**config.mk**
```make
export PLATFORM = sky130hd
export DESIGN_NAME = multu_seq
export DESIGN_NICKNAME = d
export VERILOG_FILES = /design/src/rtl/multu_seq.sv
export SDC_FILE = /design/constraint.sdc
export NUM_CORES = 1
export LEC_CHECK = 0
export BUFFER_PORTS_ARGS = -buffer_cell sky130_fd_sc_hd__buf_2
export CAP_MARGIN = 20
export CELL_PAD_IN_SITES_DETAIL_PLACEMENT = 0
export CELL_PAD_IN_SITES_GLOBAL_PLACEMENT = 2
export CORE_ASPECT_RATIO = 1.2
export CORE_MARGIN = 2
export CORE_UTILIZATION = 35
export CTS_BUF_LIST = sky130_fd_sc_hd__clkbuf_4
export DETAILED_ROUTE_END_ITERATION = 16
export PLACE_DENSITY = 0.84
export SLEW_MARGIN = 20
export SYNTH_ARGS = -nofsm -noshare
export SYNTH_HDL_FRONTEND = slang
export SYNTH_SLANG_ARGS = --single-unit
```
**constraint.sdc**
```tcl
create_clock -name clock -period 4.6 [get_ports clock]
set_clock_uncertainty 0.2 [all_clocks]
set_input_delay 0.69 -clock clock [delete_from_list [all_inputs] [get_ports clock]]
set_output_delay 0.69 -clock clock [all_outputs]
set_load 0.05 [all_outputs]
```
**src/rtl/multu_seq.sv**
```systemverilog
// Iterative radix-2 shift-add multiplier, WIDTH x WIDTH -> 2*WIDTH, one bit per cycle.
// Optional signed operation (extra sign port) is built when MULTU_SEQ_SIGNED_EN is defined.
module multu_seq #(
  parameter int unsigned WIDTH = 32
) (
  input  logic               reset,
  input  logic               clock,
  input  logic [WIDTH-1:0]   a,
  input  logic [WIDTH-1:0]   b,
`ifdef MULTU_SEQ_SIGNED_EN
  input  logic               sign,
`endif
  input  logic               start,
  output logic [2*WIDTH-1:0] z,
  output logic               busy,
  output logic               done
);

  localparam int unsigned CntW = $clog2(WIDTH);
  localparam logic [CntW-1:0] LastCount = CntW'(WIDTH - 1);

  typedef enum logic [0:0] {StIdle, StRun} state_e;

  state_e           state_q, state_d;
  logic [WIDTH-1:0] hi_q, hi_d;
  logic [WIDTH-1:0] lo_q, lo_d;
  logic [WIDTH-1:0] ra_q, ra_d;
  logic [CntW-1:0]  count_q, count_d;
  logic             done_q, done_d;
  logic [WIDTH:0]   sum;
  logic [WIDTH-1:0] a_load, b_load;

`ifdef MULTU_SEQ_SIGNED_EN
  logic neg_q, neg_d;
  logic a_neg, b_neg;

  // Magnitudes; the most negative value maps onto itself, read as unsigned.
  assign a_neg  = sign & a[WIDTH-1];
  assign b_neg  = sign & b[WIDTH-1];
  assign a_load = a_neg ? (~a) + WIDTH'(1) : a;
  assign b_load = b_neg ? (~b) + WIDTH'(1) : b;
`else
  assign a_load = a;
  assign b_load = b;
`endif

  // Carry out of the accumulator is kept as bit WIDTH and shifted into hi.
  assign sum = {1'b0, hi_q} + (lo_q[0] ? {1'b0, ra_q} : '0);

  always_comb begin
    state_d = state_q;
    hi_d    = hi_q;
    lo_d    = lo_q;
    ra_d    = ra_q;
    count_d = count_q;
    done_d  = 1'b0;
`ifdef MULTU_SEQ_SIGNED_EN
    neg_d   = neg_q;
`endif
    if (start) begin
      // Start wins from either state; an operation in flight is abandoned silently.
      ra_d    = a_load;
      lo_d    = b_load;
      hi_d    = '0;
      count_d = '0;
      state_d = StRun;
`ifdef MULTU_SEQ_SIGNED_EN
      neg_d   = a_neg ^ b_neg;
`endif
    end else begin
      unique case (state_q)
        StRun: begin
          {hi_d, lo_d} = {sum, lo_q[WIDTH-1:1]};
          count_d      = count_q + CntW'(1);
          if (count_q == LastCount) begin
            state_d = StIdle;
            done_d  = 1'b1;
          end
        end
        default: ;
      endcase
    end
  end

  always_ff @(posedge clock or posedge reset) begin
    if (reset) begin
      state_q <= StIdle;
      hi_q    <= '0;
      lo_q    <= '0;
      ra_q    <= '0;
      count_q <= '0;
      done_q  <= 1'b0;
    end else begin
      state_q <= state_d;
      hi_q    <= hi_d;
      lo_q    <= lo_d;
      ra_q    <= ra_d;
      count_q <= count_d;
      done_q  <= done_d;
    end
  end

`ifdef MULTU_SEQ_SIGNED_EN
  always_ff @(posedge clock or posedge reset) begin
    if (reset) begin
      neg_q <= 1'b0;
    end else begin
      neg_q <= neg_d;
    end
  end

  assign z = neg_q ? (~{hi_q, lo_q}) + (2 * WIDTH)'(1) : {hi_q, lo_q};
`else
  assign z = {hi_q, lo_q};
`endif

  assign busy = (state_q == StRun);
  assign done = done_q;

endmodule

```
# Word level (Yosys, flattened, before mapping)
# Cells that the tools add are included.
# word_totals
reg_bits,103
in_bits,67
out_inout_bits,66
wordCells,23
# op_classes
add_sub_neg,2
eq_ne,1
muxes,13
reduce_logical,1
# op_table
operator,count
$mux 32,5
$add 32x32->33,1
$mux 5,2
$mux 1,6
$add 5x1->5 const B,1
$eq 5x5->1 const B,1
$reduce_bool 2->1,1

# Longest topological paths before layout
# depth
depth_word,4
mapped_depth,13
mapped_depth_nobuf,12

# Worst setup path before layout
# Ideal clock, no wire load.
# synth_path
path_type,reg2reg
start,register lo_q[0]
end,register hi_q[27]
setup_ns,0.082
t_arrival_ns,3.026
t_required_ns,4.318
path_slack_ns,1.292
path_stages_with_launch,14
path_buffers,1
synth_period_minus_slack_ns,3.308
cell_sequence,dfrtp_1 clkbuf_1 and2_1 ha_1 inv_1 fa_1 nor2b_1 o31a_1 o31a_1 o21bai_1 o21ai_2 o21ai_2 or4_1 a31oi_1
# synth_via
elab_chain_cells,4
# synth_lines
element,line_no,rtl
start: declaration,26,"logic [WIDTH-1:0] lo_q, lo_d;"
start signal: assignment,96,lo_q <= lo_d;
$mux 32,48,"assign sum = {1'b0, hi_q} + (lo_q[0] ? {1'b0, ra_q} : '0);"
$add 32x32->33,48,
$mux 32,71,unique case (state_q)
$mux 32,60,if (start) begin
end signal: assignment,95,hi_q <= hi_d;
end: declaration,25,"logic [WIDTH-1:0] hi_q, hi_d;"
# Every way passes these cells. The select of a mux whose other input is x is not followed.
# A chain may end at the register's enable or synchronous reset.

# Worst setup path after layout
# Ends and elaborated chain as after synthesis.

==> impl_results.md <==
* Kind of launch point of the worst setup path: flip-flop
* Effective utilization at floorplan at 0.354
* Critical path endpoint category: flip-flop
* Final GP Congestion at 0.886
* Number of antenna violations at the first check in global routing at 2
* Seq/Total Area, Yosys at 0.417
* Number of standard cells after synthesis at 633
* Clock period minus final worst setup slack at 3.44 ns
* Number of global-route vias before repair at 5,203
* Main flop type after synthesis: sky130_fd_sc_hd__dfrtp_1
* Layout cells sized above 1 at 0.271
* CP Cell Sequence: and2_1, ha_1, inv_1, fa_1, nor2b_1, o31a_1, o31a_1, o21bai_1, o21ai_2, o21ai_2, or4_1, a31oi_1
* Final Hold Slack at 0.0854 ns
* Highest clock frequency the design can meet at 0.291 GHz
* Area growth from synthesis to layout at 16.4%
* Dpl cells at 955
* Post-route setup slack at 1.16 ns
* Final cell area excluding filler cells at 0.00719 sq mm
* Data arrival time of the critical path at 3.68 ns
* Total core area at about 0.017 sq mm
* Largest stage delay on the critical path at roughly 0.62 ns
* Number of synthesized flops with an enable pin at 0
* Met2 layer wire length in the routed design at 7630 microns
* Pwr per Cell Area at between 300 and 400 mW/mm^2
* Number of buffers inserted during clock tree synthesis at 9
* Wire length of the first global-routing pass at 26,600 microns
* Wire length per cell after detailed routing at 16.2 microns
* Period utilization at 0.748
* Via count normalized by instance count at 5.23
* Total number of vias at between 5,000 and 6,000
* FFs w/ async S/R, synth at 1.00
* Post-synthesis cell area at 0.00618 sq mm
* Sequential standard cell area at 0.00258 sq mm
* Placed Area at 0.00702 sq mm
* Worst Tran Pin Value at between 0.7 and 0.8 ns
* Type of the worst min-delay path: input pin to async pin
* Number of max-capacitance violations reported at 0
* Highest routed layer: met5
* Kind of cell with the highest combined delay on the critical path: compound AO/OA/AOI/OAI gates
* Total count of hold-check failures in the final report at 0
* Io pins at 133
* Met3 routed wirelength at 772 microns
* Critical path data required time at 4.84 ns
* Die outline width at 125 microns
* Final cell count without fillers at 974
* Number of nets still failing antenna checks after routing at 0
* Synthesized netlist net count at 735
* CTS clock-pin slew for the worst setup and hold paths at 0.18 ns
* Leakage Power at 3.74 nW
* Post_cts resized at 0
* Setup repair after global routing missed its margin: no
* Final setup TNS at 0 ns
* Remaining global-route overflow at 0
* Estimated wirelength of the detail-placed design at 11,500 microns
* Pre-CTS setup slack at 1.18 ns
* TritonCTS clock tree: done
* Port Buf Inserts at around 130
* Number of DRC markers in iteration 0 at 237
* Cell at the slowest stage of the critical path: sky130_fd_sc_hd__dfrtp_1
* Final number of max-transition violations at 0
* Tightest slew margin relative to the limit at 0.497
* Tot GR Track Use at 0.175
* Number of rows in the core area at 53
* Syn. warnings at 0
* Post-synthesis cell type count at 66
* Biggest fanout along the worst timing path at 18
* Result of the run: finished, final reports clean
* Postcts setup bufs at 0
* #FFs+latches synth at 103
* Clock insertion delay at the later pin of the skew report at around 0.5 ns
* Number of nets at the end of the flow at 849
* Number of iterations in the first detailed-routing pass at 4
* Routed met1 length at 7160 microns
* DRC violations left at 0
* Max VDD drop at roughly 140 uV
* Die H at roughly 150 microns
* Deepest clock path buffer count at 2
* Number of clock sinks at about 100
* Post-cts hold buffer count at 0
* Buf+Inv Stages, Crit Path at 1
* Maximum number of pins on one net before global-route repair at 58
* H-Tree Level Count at 3
* Total wirelength of the detailed-routed design at approximately 16,000 microns
* Count of fill cells added during filler insertion at 1,738
* Root cell of the clock tree: sky130_fd_sc_hd__clkbuf_4
* Final number of setup-violating endpoints at 0
* Crit Path Category: flip-flop to flip-flop
* Synthesized area divided by synthesized cell count at 9.76 sq um
* Area of the multi-input gates at 0.00338 sq mm
* Die area at 0.0187 sq mm
-- final cells by class --
type / instances / share of cell area
antenna: 2 / 0.000696
clock buffer: 10 / 0.0104
clock inverter: 6 / 0.00974
inverter: 16 / 0.00870
multi-input combinational: 477 / 0.470
sequential: 103 / 0.358
tap: 220 / 0.0383
timing repair buffer: 140 / 0.103
-- final timing paths --
check	start	endpoint	slack [ns]	depth (start not counted)
min	reset	hi_q[15]$_DFFE_PP0P_	0.09	2
max	lo_q[0]$_DFFE_PP0P_	hi_q[27]$_DFFE_PP0P_	1.16	12
max in group asynchronous	reset	hi_q[25]$_DFFE_PP0P_	3.28	3
min in group clock	b[9]	lo_q[9]$_DFFE_PP0P_	0.18	3
max reg2reg	lo_q[0]$_DFFE_PP0P_	hi_q[27]$_DFFE_PP0P_	1.16	12
min reg2reg	ra_q[19]$_DFFE_PP0P_	ra_q[19]$_DFFE_PP0P_	0.32	1
-- registers in the layout, summed over array words and instances (netlist names) --
register	flops
count_q	5
hi_q	32
busy	1
done	1
ra_q	32
lo_q	32
-- cells in the final DEF (no fill, tap or decap), drive strengths merged, types with 5 or more instances in the layout --
cell type,Yosys,routed
ha,34,34
nand3,12,12
o211ai,5,5
nor4,6,6
mux2,32,32
nand2,56,56
a21o,16,16
inv,15,17
and3,7,7
nor2,45,45
mux2i,40,40
and2,32,32
a211oi,7,7
o31a,5,5
a21oi,32,32
o21ai,51,51
nand4,8,8
xnor2,9,9
nor3,12,12
dfrtp,103,103
clkbuf,29,10
o21bai,7,7
buf,8,140
-- power breakdown --
group	switching (mW)	internal (mW)	total, mW
Clock	0.333	0.177	0.510
Sequential	0.0907	1.01	1.10
Combinational	0.629	0.310	0.938
Total	1.05	1.50	2.55
-- per-layer routing --
metal | GRT usage | vias up
met4 | 0.0567 | 2
met5 | 0 | -
met2 | 0.296 | 115
li1 | - | 2517
met3 | 0.0472 | 23
met1 | 0.219 | 2435
-- cells by family after synthesis --
group | share of synthesized area
DFF | 0.417
adders and majority gates | 0.0721
muxes | 0.123
buffers and inverters | 0.0352
AOI/OAI and AO/OA | 0.179
and+or+nand+nor | 0.155
xor gates and xnor gates | 0.0184
-- cells in the mapped netlist, drive strengths merged, types with 2 or more instances --
cell type / instances / share of area
xor2: 4 / 0.0057
a211oi: 7 / 0.0093
o311ai: 3 / 0.0043
a32o: 2 / 0.0032
nor3b: 2 / 0.0024
nor4: 6 / 0.0061
nand3: 12 / 0.0097
a311oi: 2 / 0.0049
dfrtp: 103 / 0.42
nor2b: 4 / 0.0040
o21a: 4 / 0.0051
o31a: 5 / 0.0071
nor4b: 2 / 0.0028
nor2: 45 / 0.027
a32oi: 2 / 0.0028
or3: 2 / 0.0020
o211ai: 5 / 0.0061
o31ai: 3 / 0.0036
or2: 2 / 0.0020
inv: 15 / 0.0091
nand2: 56 / 0.034
a21oi: 32 / 0.027
o21ai: 51 / 0.043
a221oi: 2 / 0.0028
a221o: 4 / 0.0065
xnor2: 9 / 0.013
a21o: 16 / 0.019
ha: 34 / 0.069
a31oi: 3 / 0.0030
a22o: 2 / 0.0028
and2: 32 / 0.032
clkbuf: 29 / 0.018
mux2i: 40 / 0.065
a21boi: 2 / 0.0024
nor3: 12 / 0.0097
and3: 7 / 0.0075
a211o: 2 / 0.0028
buf: 8 / 0.0077
nand4: 8 / 0.0081
mux2: 32 / 0.058
nand3b: 2 / 0.0024
o21bai: 7 / 0.0085
-- stage by stage --
step                power (mW)   util
floorplan                 1.83      -
global placement          2.05  0.402
detailed placement        2.06  0.402
CTS                       2.58  0.411
global route              2.71  0.412
finish                    2.55  0.412
(Power assumes the default switching activity.)
